`src/rtl/mvm_pkg.sv`:
```
// Shared types and constants for the matrix-vector MAC block.
package mvm_pkg;
  typedef enum logic [1:0] {IDLE, RUN, DRAIN, FIN} state_t;
  localparam int SHIFT_BITS = 5;
  localparam int RAM_LAT    = 2;
endpackage

```
`src/rtl/matrix_vector_mac_if.sv`:
```
// RAM-side bus of the matrix-vector MAC: synchronous reads of A and B, writes of RES.
interface matrix_vector_mac_if #(
  parameter int width          = 8,
  parameter int A_depth_bits   = 9,
  parameter int B_depth_bits   = 3,
  parameter int RES_depth_bits = 6
);
  logic                      A_read_en;
  logic [A_depth_bits-1:0]   A_read_address;
  logic [width-1:0]          A_read_data_out;
  logic                      B_read_en;
  logic [B_depth_bits-1:0]   B_read_address;
  logic [width-1:0]          B_read_data_out;
  logic                      RES_write_en;
  logic [RES_depth_bits-1:0] RES_write_address;
  logic [width-1:0]          RES_write_data_in;

  modport master (
    output A_read_en, A_read_address, input A_read_data_out,
    output B_read_en, B_read_address, input B_read_data_out,
    output RES_write_en, RES_write_address, RES_write_data_in
  );

  modport slave (
    input A_read_en, A_read_address, output A_read_data_out,
    input B_read_en, B_read_address, output B_read_data_out,
    input RES_write_en, RES_write_address, RES_write_data_in
  );
endinterface

```
`src/rtl/mvm_sat_shift.sv`:
```
// Combinational right shift of a full-precision sum, clamped to width bits.
module mvm_sat_shift
  import mvm_pkg::*;
#(
  parameter int ACC_WIDTH = 32,
  parameter int width     = 8
) (
  input  logic [ACC_WIDTH-1:0]  value,
  input  logic [SHIFT_BITS-1:0] shift,
  output logic [width-1:0]      result,
  output logic                  sat
);
  logic [ACC_WIDTH-1:0] shifted;

  always_comb begin
    shifted = value >> shift;
    sat     = |shifted[ACC_WIDTH-1:width];
    result  = sat ? {width{1'b1}} : shifted[width-1:0];
  end
endmodule

```
`src/rtl/matrix_vector_mac.sv`:
```
// RES[i] = sat((sum_j A[i][j]*B[j]) >> shift) over a runtime rows x cols shape.
// One A/B pair issued per cycle; results land RAM_LAT cycles after the last issue of a row.
module matrix_vector_mac
  import mvm_pkg::*;
#(
  parameter int width          = 8,
  parameter int A_depth_bits   = 9,
  parameter int B_depth_bits   = 3,
  parameter int RES_depth_bits = 6,
  parameter int ACC_WIDTH      = 32
) (
  input  logic                    clk,
  input  logic                    reset,
  input  logic                    Start,
  input  logic [RES_depth_bits:0] cfg_rows,
  input  logic [B_depth_bits:0]   cfg_cols,
  input  logic [SHIFT_BITS-1:0]   cfg_shift,
  output logic                    Busy,
  output logic                    Done,
  output logic                    Cfg_error,
  output logic                    Overflow,
  matrix_vector_mac_if.master     ram
);
  localparam int ROWS_W = RES_depth_bits + 1;
  localparam int COLS_W = B_depth_bits + 1;
  localparam int CMP_W  = ROWS_W + COLS_W + A_depth_bits;
  localparam logic [ROWS_W-1:0] MAX_ROWS  = ROWS_W'(1) << RES_depth_bits;
  localparam logic [COLS_W-1:0] MAX_COLS  = COLS_W'(1) << B_depth_bits;
  localparam logic [CMP_W-1:0]  MAX_ELEMS = CMP_W'(1) << A_depth_bits;

  if (ACC_WIDTH < 2*width + B_depth_bits) begin : g_acc_check
    $error("ACC_WIDTH too narrow to hold a full-precision row sum");
  end

  state_t                    state;
  logic [ROWS_W-1:0]         rows_q;
  logic [COLS_W-1:0]         cols_q;
  logic [SHIFT_BITS-1:0]     shift_q;
  logic                      err_q;
  logic [RES_depth_bits-1:0] row;
  logic [B_depth_bits-1:0]   col;
  logic [A_depth_bits-1:0]   a_addr;
  logic                      last_col;
  logic                      last_row;
  logic                      issue;
  logic                      cfg_bad;
  logic [CMP_W-1:0]          elems;

  logic [RAM_LAT-1:0]        vld;
  logic [RAM_LAT-1:0]        first_p;
  logic [RAM_LAT-1:0]        last_p;
  logic [RES_depth_bits-1:0] row_p [RAM_LAT];
  logic [ACC_WIDTH-1:0]      acc;
  logic [2*width-1:0]        prod;
  logic [ACC_WIDTH-1:0]      sum;
  logic [width-1:0]          sat_res;
  logic                      sat_hit;

  assign last_col = ({1'b0, col} == cols_q - 1'b1);
  assign last_row = ({1'b0, row} == rows_q - 1'b1);
  assign issue    = (state == RUN);
  assign elems    = CMP_W'(cfg_rows) * CMP_W'(cfg_cols);
  assign cfg_bad  = (cfg_rows == '0) || (cfg_cols == '0) || (cfg_rows > MAX_ROWS) ||
                    (cfg_cols > MAX_COLS) || (elems > MAX_ELEMS);

  always_ff @(posedge clk or posedge reset) begin
    if (reset) begin
      state              <= IDLE;
      rows_q             <= '0;
      cols_q             <= '0;
      shift_q            <= '0;
      err_q              <= 1'b0;
      row                <= '0;
      col                <= '0;
      a_addr             <= '0;
      Busy               <= 1'b0;
      Done               <= 1'b0;
      Cfg_error          <= 1'b0;
      ram.A_read_en      <= 1'b0;
      ram.A_read_address <= '0;
      ram.B_read_en      <= 1'b0;
      ram.B_read_address <= '0;
    end else begin
      ram.A_read_en <= 1'b0;
      ram.B_read_en <= 1'b0;
      Done          <= 1'b0;
      Cfg_error     <= 1'b0;
      case (state)
        IDLE: begin
          if (Start) begin
            rows_q  <= cfg_rows;
            cols_q  <= cfg_cols;
            shift_q <= cfg_shift;
            err_q   <= cfg_bad;
            row     <= '0;
            col     <= '0;
            a_addr  <= '0;
            Busy    <= 1'b1;
            state   <= cfg_bad ? FIN : RUN;
          end
        end
        RUN: begin
          ram.A_read_en      <= 1'b1;
          ram.A_read_address <= a_addr;
          ram.B_read_en      <= 1'b1;
          ram.B_read_address <= col;
          a_addr             <= a_addr + 1'b1;
          // column is the inner loop; A is packed row-major so a_addr just counts
          if (last_col) begin
            col <= '0;
            if (last_row) state <= DRAIN;
            else          row   <= row + 1'b1;
          end else begin
            col <= col + 1'b1;
          end
        end
        DRAIN: begin
          if (vld[RAM_LAT-2:0] == '0) state <= FIN;
        end
        FIN: begin
          Done      <= 1'b1;
          Cfg_error <= err_q;
          Busy      <= 1'b0;
          state     <= IDLE;
        end
        default: state <= IDLE;
      endcase
    end
  end

  assign prod = ram.A_read_data_out * ram.B_read_data_out;
  assign sum  = (first_p[RAM_LAT-1] ? '0 : acc) + ACC_WIDTH'(prod);

  mvm_sat_shift #(
    .ACC_WIDTH (ACC_WIDTH),
    .width     (width)
  ) u_sat_shift (
    .value  (sum),
    .shift  (shift_q),
    .result (sat_res),
    .sat    (sat_hit)
  );

  always_ff @(posedge clk or posedge reset) begin
    if (reset) begin
      vld                   <= '0;
      first_p               <= '0;
      last_p                <= '0;
      for (int k = 0; k < RAM_LAT; k++) row_p[k] <= '0;
      acc                   <= '0;
      Overflow              <= 1'b0;
      ram.RES_write_en      <= 1'b0;
      ram.RES_write_address <= '0;
      ram.RES_write_data_in <= '0;
    end else begin
      // issue tags travel alongside the RAM read latency
      vld     <= {vld[RAM_LAT-2:0], issue};
      first_p <= {first_p[RAM_LAT-2:0], issue && (col == '0)};
      last_p  <= {last_p[RAM_LAT-2:0], issue && last_col};
      row_p[0] <= row;
      for (int k = 1; k < RAM_LAT; k++) row_p[k] <= row_p[k-1];
      ram.RES_write_en <= 1'b0;
      if (state == IDLE && Start) Overflow <= 1'b0;
      if (vld[RAM_LAT-1]) begin
        acc <= sum;
        if (last_p[RAM_LAT-1]) begin
          ram.RES_write_en      <= 1'b1;
          ram.RES_write_address <= row_p[RAM_LAT-1];
          ram.RES_write_data_in <= sat_res;
          if (sat_hit) Overflow <= 1'b1;
        end
      end
    end
  end
endmodule
```
`src/flat_wrapper.sv`:
```
// flat-port wrapper written by rule: the top's interface ports become plain ports
module matrix_vector_mac_flat import mvm_pkg::*;
#(
  parameter int width          = 8,
  parameter int A_depth_bits   = 9,
  parameter int B_depth_bits   = 3,
  parameter int RES_depth_bits = 6,
  parameter int ACC_WIDTH      = 32
)
  (clk, reset, Start, cfg_rows, cfg_cols, cfg_shift, Busy, Done, Cfg_error, Overflow, ram_A_read_en, ram_A_read_address, ram_A_read_data_out, ram_B_read_en, ram_B_read_address, ram_B_read_data_out, ram_RES_write_en, ram_RES_write_address, ram_RES_write_data_in);
  matrix_vector_mac_if #(.width(width), .A_depth_bits(A_depth_bits), .B_depth_bits(B_depth_bits), .RES_depth_bits(RES_depth_bits)) ram_i ();
  input  logic clk;
  input  logic reset;
  input  logic Start;
  input  logic [RES_depth_bits:0] cfg_rows;
  input  logic [B_depth_bits:0] cfg_cols;
  input  logic [SHIFT_BITS-1:0] cfg_shift;
  output logic Busy;
  output logic Done;
  output logic Cfg_error;
  output logic Overflow;
  output wire logic [$bits(ram_i.A_read_en)-1:0] ram_A_read_en;
  output wire logic [$bits(ram_i.A_read_address)-1:0] ram_A_read_address;
  input wire logic [$bits(ram_i.A_read_data_out)-1:0] ram_A_read_data_out;
  output wire logic [$bits(ram_i.B_read_en)-1:0] ram_B_read_en;
  output wire logic [$bits(ram_i.B_read_address)-1:0] ram_B_read_address;
  input wire logic [$bits(ram_i.B_read_data_out)-1:0] ram_B_read_data_out;
  output wire logic [$bits(ram_i.RES_write_en)-1:0] ram_RES_write_en;
  output wire logic [$bits(ram_i.RES_write_address)-1:0] ram_RES_write_address;
  output wire logic [$bits(ram_i.RES_write_data_in)-1:0] ram_RES_write_data_in;
  assign ram_A_read_en = ram_i.A_read_en;
  assign ram_A_read_address = ram_i.A_read_address;
  assign ram_i.A_read_data_out = ram_A_read_data_out;
  assign ram_B_read_en = ram_i.B_read_en;
  assign ram_B_read_address = ram_i.B_read_address;
  assign ram_i.B_read_data_out = ram_B_read_data_out;
  assign ram_RES_write_en = ram_i.RES_write_en;
  assign ram_RES_write_address = ram_i.RES_write_address;
  assign ram_RES_write_data_in = ram_i.RES_write_data_in;
  matrix_vector_mac #(.width(width), .A_depth_bits(A_depth_bits), .B_depth_bits(B_depth_bits), .RES_depth_bits(RES_depth_bits), .ACC_WIDTH(ACC_WIDTH)) u_core (.clk(clk), .reset(reset), .Start(Start), .cfg_rows(cfg_rows), .cfg_cols(cfg_cols), .cfg_shift(cfg_shift), .Busy(Busy), .Done(Done), .Cfg_error(Cfg_error), .Overflow(Overflow), .ram(ram_i));
endmodule
```
`config.mk`:
```
export PLATFORM = sky130hd
export DESIGN_NAME = matrix_vector_mac_flat
export DESIGN_NICKNAME = d
export VERILOG_FILES = /design/src/rtl/mvm_pkg.sv /design/src/rtl/matrix_vector_mac_if.sv /design/src/rtl/mvm_sat_shift.sv /design/src/rtl/matrix_vector_mac.sv /design/src/flat_wrapper.sv
export SDC_FILE = /design/constraint.sdc
export NUM_CORES = 1
export LEC_CHECK = 0
export BUFFER_PORTS_ARGS = -buffer_cell sky130_fd_sc_hd__clkbuf_2
export CORE_MARGIN = 2
export CORE_UTILIZATION = 48
export CTS_CLUSTER_SIZE = 10
export DETAILED_ROUTE_END_ITERATION = 10
export HOLD_SLACK_MARGIN = 0.15
export PLACE_DENSITY = 0.75
export REMOVE_ABC_BUFFERS = 1
export SYNTH_ARGS = -nofsm -noshare
export SYNTH_HDL_FRONTEND = slang
export SYNTH_SLANG_ARGS = --single-unit
```
`constraint.sdc`:
```
create_clock -name clk -period 6.3 [get_ports clk]
set_clock_uncertainty 0.15 [all_clocks]
set_input_delay 0.63 -clock clk [delete_from_list [all_inputs] [get_ports clk]]
set_output_delay 0.63 -clock clk [all_outputs]
set_load 0.005 [all_outputs]
```
# Word level (Yosys, flattened, before mapping)
# Index checks and enable logic that the tools add are counted.
# Widths: inputs -> output; s select.
# classes
n_addsub	6
multipliers	2
n_div	0
n_lt_le_gt_ge	3
eq_ne	10
shifts	1
muxes	28
n_bitwise	0
reduce_logical	20
# ops
cell	n
$add 32x16->32	1
$mux 32	1
$shr 32x5->32	1
$reduce_or 24->1	1
$mux 6	3
$pmux 9 s2	1
$mul 8x8->16	1
$pmux 6 s2	1
$gt 11x10->1 const B	1
$mul 7x4->11	1
$mux 1	10
$mux 2	5
$add 9x1->9 const B	1
$mux 9	1
$mux 8	1
$pmux 2 s4	1
$reduce_and 2->1	4
$reduce_and 4->1	2
$eq 6x7->1	1
$gt 7x7->1 const B	1
$logic_not 7->1	1
$sub 7x1->7 const B	1
$add 6x1->6 const B	1
$mux 3	2
other kinds (16)	26
# totals
reg_bits	119
latchBits	0
ram_bits	0
rom_bits	0
word_cells	94
memories	0

# Depth between registers and ports, before layout
# depth
ltp_word	8
ltp_mapped	28

# Modules after synthesis
# From an unflattened synthesis, not the netlist that was laid out.
# unflattened
cells_unflattened	1106
hier_area_um2	10715.3
# modules_own_cells
mod	instances	cells_per_inst	area_per_inst_um2	seq_area_each_um2
matrix_vector_mac	1	912	8963.6	2952.8
mvm_sat_shift	1	194	1751.7	0.0

# Worst setup path after synthesis
# No wires, ideal clock.
# synth_timing
path_type	register to register
start	register u_core.first_p[1]
end	register u_core.ram.RES_write_data_in[6]
setup_time_ns	0.138
arrival_time_ns	6.305
t_required_ns	6.012
path_slack_ns	-0.293
stages_incl_launch_ff	25
synth_period_minus_slack_ns	6.593
cell_sequence	dfrtp_1 -> clkbuf_1 -> inv_1 -> clkbuf_1 -> clkbuf_1 -> nand2_1 -> fa_1 -> inv_1 -> fa_1 -> inv_1 -> fa_1 -> fa_1 -> inv_1 -> ha_1 -> o211ai_1 -> a21o_1 -> a211o_4 -> a211o_1 -> xnor2_1 -> o211a_1 -> or4_1 -> nand3_1 -> nand3b_1 -> o31ai_4 -> o211ai_1
# synth_via
elab_chain_cells	5
# synth_rtl
element	line	source
from (decl)	matrix_vector_mac.sv:50	logic [RAM_LAT-1:0] first_p;
from (signal assigned)	matrix_vector_mac.sv:158	first_p <= {first_p[RAM_LAT-2:0], issue && (col == '0)};
$mux 32 *	matrix_vector_mac.sv:132	assign sum = (first_p[RAM_LAT-1] ? '0 : acc) + ACC_WIDTH'(prod);
$add 32x16->32 *	matrix_vector_mac.sv:132	
$shr 32x5->32 *	mvm_sat_shift.sv:16	shifted = value >> shift;
$reduce_or 24->1	mvm_sat_shift.sv:17	sat = |shifted[ACC_WIDTH-1:width];
$mux 8 *	mvm_sat_shift.sv:18	result = sat ? {width{1'b1}} : shifted[width-1:0];
to (signal assigned)	matrix_vector_mac.sv:169	ram.RES_write_data_in <= sat_res;
to (decl)	matrix_vector_mac_if.sv:21	output RES_write_en, RES_write_address, RES_write_data_in
# Every way passes the cells marked *; elsewhere a longest branch is shown, timed or not.
# A chain may end at the register's enable or synchronous reset.

# Final worst setup path
# layout_timing
start	input port ram_A_read_data_out[6]
end	register u_core.ram.RES_write_data_in[6]
# layout_via
elab_chain_cells	5
# layout_rtl
element	line	source
from (decl)	flat_wrapper.sv:24	input wire logic [$bits(ram_i.A_read_data_out)-1:0] ram_A_read_data_out;
$mul 8x8->16 *	matrix_vector_mac.sv:131	assign prod = ram.A_read_data_out * ram.B_read_data_out;
$add 32x16->32 *	matrix_vector_mac.sv:132	
$shr 32x5->32 *	mvm_sat_shift.sv:16	
$reduce_or 24->1	mvm_sat_shift.sv:17	
$mux 8 *	mvm_sat_shift.sv:18	
# Marks and branches as above.

==> summary.txt <==
Area growth syn-to-layout: 21.5%
Crit path capture type: flop
Top Usage Layer GRT: met2
Clock Latency Late Sink: 420 ps
Clk Tree Root Cell: clkbuf_16
Internal power: 4.47 mW
Setup_tns: 0 ps
Routed via count: 10500
First-pass GRT wire length: 51100 um
Via density per instance: 5.81
Data required, critical path: 6430 ps
VDD IR-drop max: 0.000527 V
Clock power share: 11.5%
R2R cell count: 25
Vias in the first global route: 10200
CORE AREA: 23300 sq um
Place WS: -423 ps
Reg2Reg Capture Point: u_core.ram.RES_write_data_in[6]
Gr usage total: 25.8%
Routability Congestion: 0.955
TritonCTS clock tree: done
Fin nets: 1646
Met3 global-route usage: 4.52%
Hold Vio Cnt, Final: 0
Initial DRC count: 1001
Die area: 24800 sq um
Gate power share: 77.5%
Largest net degree at the start of global routing: 66
Post-synth EDFFs: 0
Top Ports: 68
Die H: 158 um
Max Cap Viol: 0
Min Tclk post-route: 6140 ps
DRC: 0
Hold Path Class: in -> async
Post-route ant nets: 0
Port Buffer Count: 67
Most frequent cell after synthesis: nand2_1
Fin crit share: 97.5%
Top cell type's share of synthesized area: 26.1%
Mean Syn Cell Area: 8.65 sq um
N_diodes: 0
Top_reg_cell synth: dfrtp_1
Post-Syn Instances: 1310
Unique masters post-synth: 88
Relative slew slack: 35.8%
Fmax: 163 MHz
Flop pwr share: 11.0%
Switching power: 3.58 mW
Hold slack: 176 ps
Share of cells above drive strength 1: 24.7%
Status: finished, final reports clean
Static leakage: 6.56 nW
Detailed placement HPWL: 23600 um
Critical path class: in -> reg
Worst EP arrival: 6280 ps
Max-slew violations: 0
Synth warnings: 0
Synth top area cells: dfrtp_1, fa_1, ha_1
Final worst setup slack: 158 ps
#FFs+latches synth: 118
H-tree levels: 4
Post-Route WL: 31900 um
Met1 usage: 34.8%
Pwr dens: 585 nW/um^2
FILL cells: 2033
Maximum fanout along the worst path: 6
Synth cell count leaders: nand2_1, inv_1, dfrtp_1, nor2_1, a21oi_1
Die width: 158 um
Effective utilization at floorplan: 48.6%
Clk slew on worst S/H paths: 70 ps
Initial antenna violation count: 0
Reg-to-reg slack, setup: 170 ps
Drt pass-1 iters: 5
Switch share: 44.5%
FFs w/ async S/R, synth: 100%
Critical R2R Launch: u_core.first_p[1]
CTS Buf Count: 17
GRT met2 Usage: 41.9%
Max Buffers Root-to-Sink: 2
Row count: 56
Post-Syn Area: 11300 sq um
Worst-Margin Slew: 953 ps
Overflow after GRT: 0
CP Launch Type: input pin
Post-DR wirelength/cell: 17.5 um
# setup viols final: 0
Sequential share of the synthesized area: 26.1%
Placement Cell Area: 12900 sq um
Yosys top cell by area: dfrtp_1
Final instance area: 13800 sq um
Sink Count: 118
## kinds of logic after synthesis
family | share of synthesized area (%)
fa+ha+maj | 17.9
compound gates | 18.6
flops | 26.1
simple gates | 19.6
buf+inv | 6.91
mux | 7.06
xor+xnor | 3.87
## flip-flops by register name, indices dropped and copies added (netlist names), 4 cells and up
signal                        cells
u_core.cols_q                     4
u_core.ram.A_read_address         9
u_core.row                        6
u_core.rows_q                     7
u_core.acc                       32
u_core.ram.RES_write_address      6
u_core.shift_q                    5
u_core.ram.RES_write_data_in      8
u_core.row_p                     12
u_core.a_addr                     9
## cell type report
| type | instances | area, sq um | area share (%) |
|---|---|---|---|
| clock buffer | 18 | 439 | 3.19 |
| clock inverter | 14 | 116 | 0.845 |
| inverter | 137 | 522 | 3.79 |
| multi-input combinational | 993 | 7860 | 57.1 |
| sequential | 118 | 2950 | 21.5 |
| tap | 319 | 399 | 2.90 |
| timing repair buffer | 218 | 1480 | 10.8 |
## power groups by stage
| stage | registers [mW] | clock network, mW | logic (mW) |
|---|---|---|---|
| final | 0.885 | 0.927 | 6.24 |
| after global routing | 0.890 | 0.974 | 6.77 |
| after CTS | 0.882 | 0.938 | 5.79 |
| after detailed placement | 0.896 | 0 | 5.71 |
| after global placement | 0.893 | 0 | 5.57 |
| after floorplan | 0.879 | 0 | 3.36 |
## critical path, stage by stage
cell and delay, ps:
clkbuf_2 140, and2_1 180, fa_1 520, fa_1 550, inv_1 50, fa_1 520, inv_1 50, fa_1 490
ha_4 310, nand4_1 130, or3_1 360, a211o_4 330, a211o_1 330, xnor2_1 160, o211a_1 270, or4_1 470
nand3_1 130, nand3b_1 160, o31ai_4 370, o211ai_1 130
## through the flow
stage                     cells  total power, mW  utilization [%]
final                      1817             8.05             59.0
after global routing       1817             8.64             59.0
after CTS                  1808             7.61             57.7
after detailed placement   1775             6.60             55.2
after global placement     1775             6.46             55.2
after floorplan            1248             4.24                -
## routing by layer
metal	share of wire, %	up-vias
met1	43	5120
met5	0	-
met4	2.7	0
met3	6.0	77
met2	48	413
li1	-	4938
## how the worst max path moves through the flow
stage,startpoint,to,slack (ps),cells past startpoint
after global placement,ram_B_read_data_out[4],u_core.ram.RES_write_data_in[6],-350,22
after CTS,u_core.first_p[1],u_core.ram.RES_write_data_in[7],20,22
after floorplan,u_core.first_p[1],u_core.ram.RES_write_data_in[6],-570,21
after detailed placement,ram_B_read_data_out[1],u_core.ram.RES_write_data_in[6],-420,23
after global routing,u_core.first_p[1],u_core.ram.RES_write_data_in[6],-50,25
final,ram_A_read_data_out[6],u_core.ram.RES_write_data_in[6],160,20
## cells in the final DEF (no fill, tap or decap), drive strengths merged, types with 34 or more instances in the layout
master | synthesis | final
nand2 | 172 | 172
o21ai | 51 | 51
a21oi | 69 | 69
dfrtp | 118 | 118
xnor2 | 34 | 34
fa | 60 | 60
and2 | 49 | 49
nor2 | 89 | 89
inv | 135 | 141
ha | 66 | 66
mux2 | 47 | 47
clkbuf | 47 | 85
buf | 15 | 151
## repair_timing
item                                    in CTS  in global routing
endpoints found under the setup margin       9                  9
pin swaps                                    2                 31
resized for setup                            8                 46
hold endpoints to repair                     0                  0
hold buffers                                 0                  0
buffers inserted                             1                  9
(Power assumes the default switching activity.)
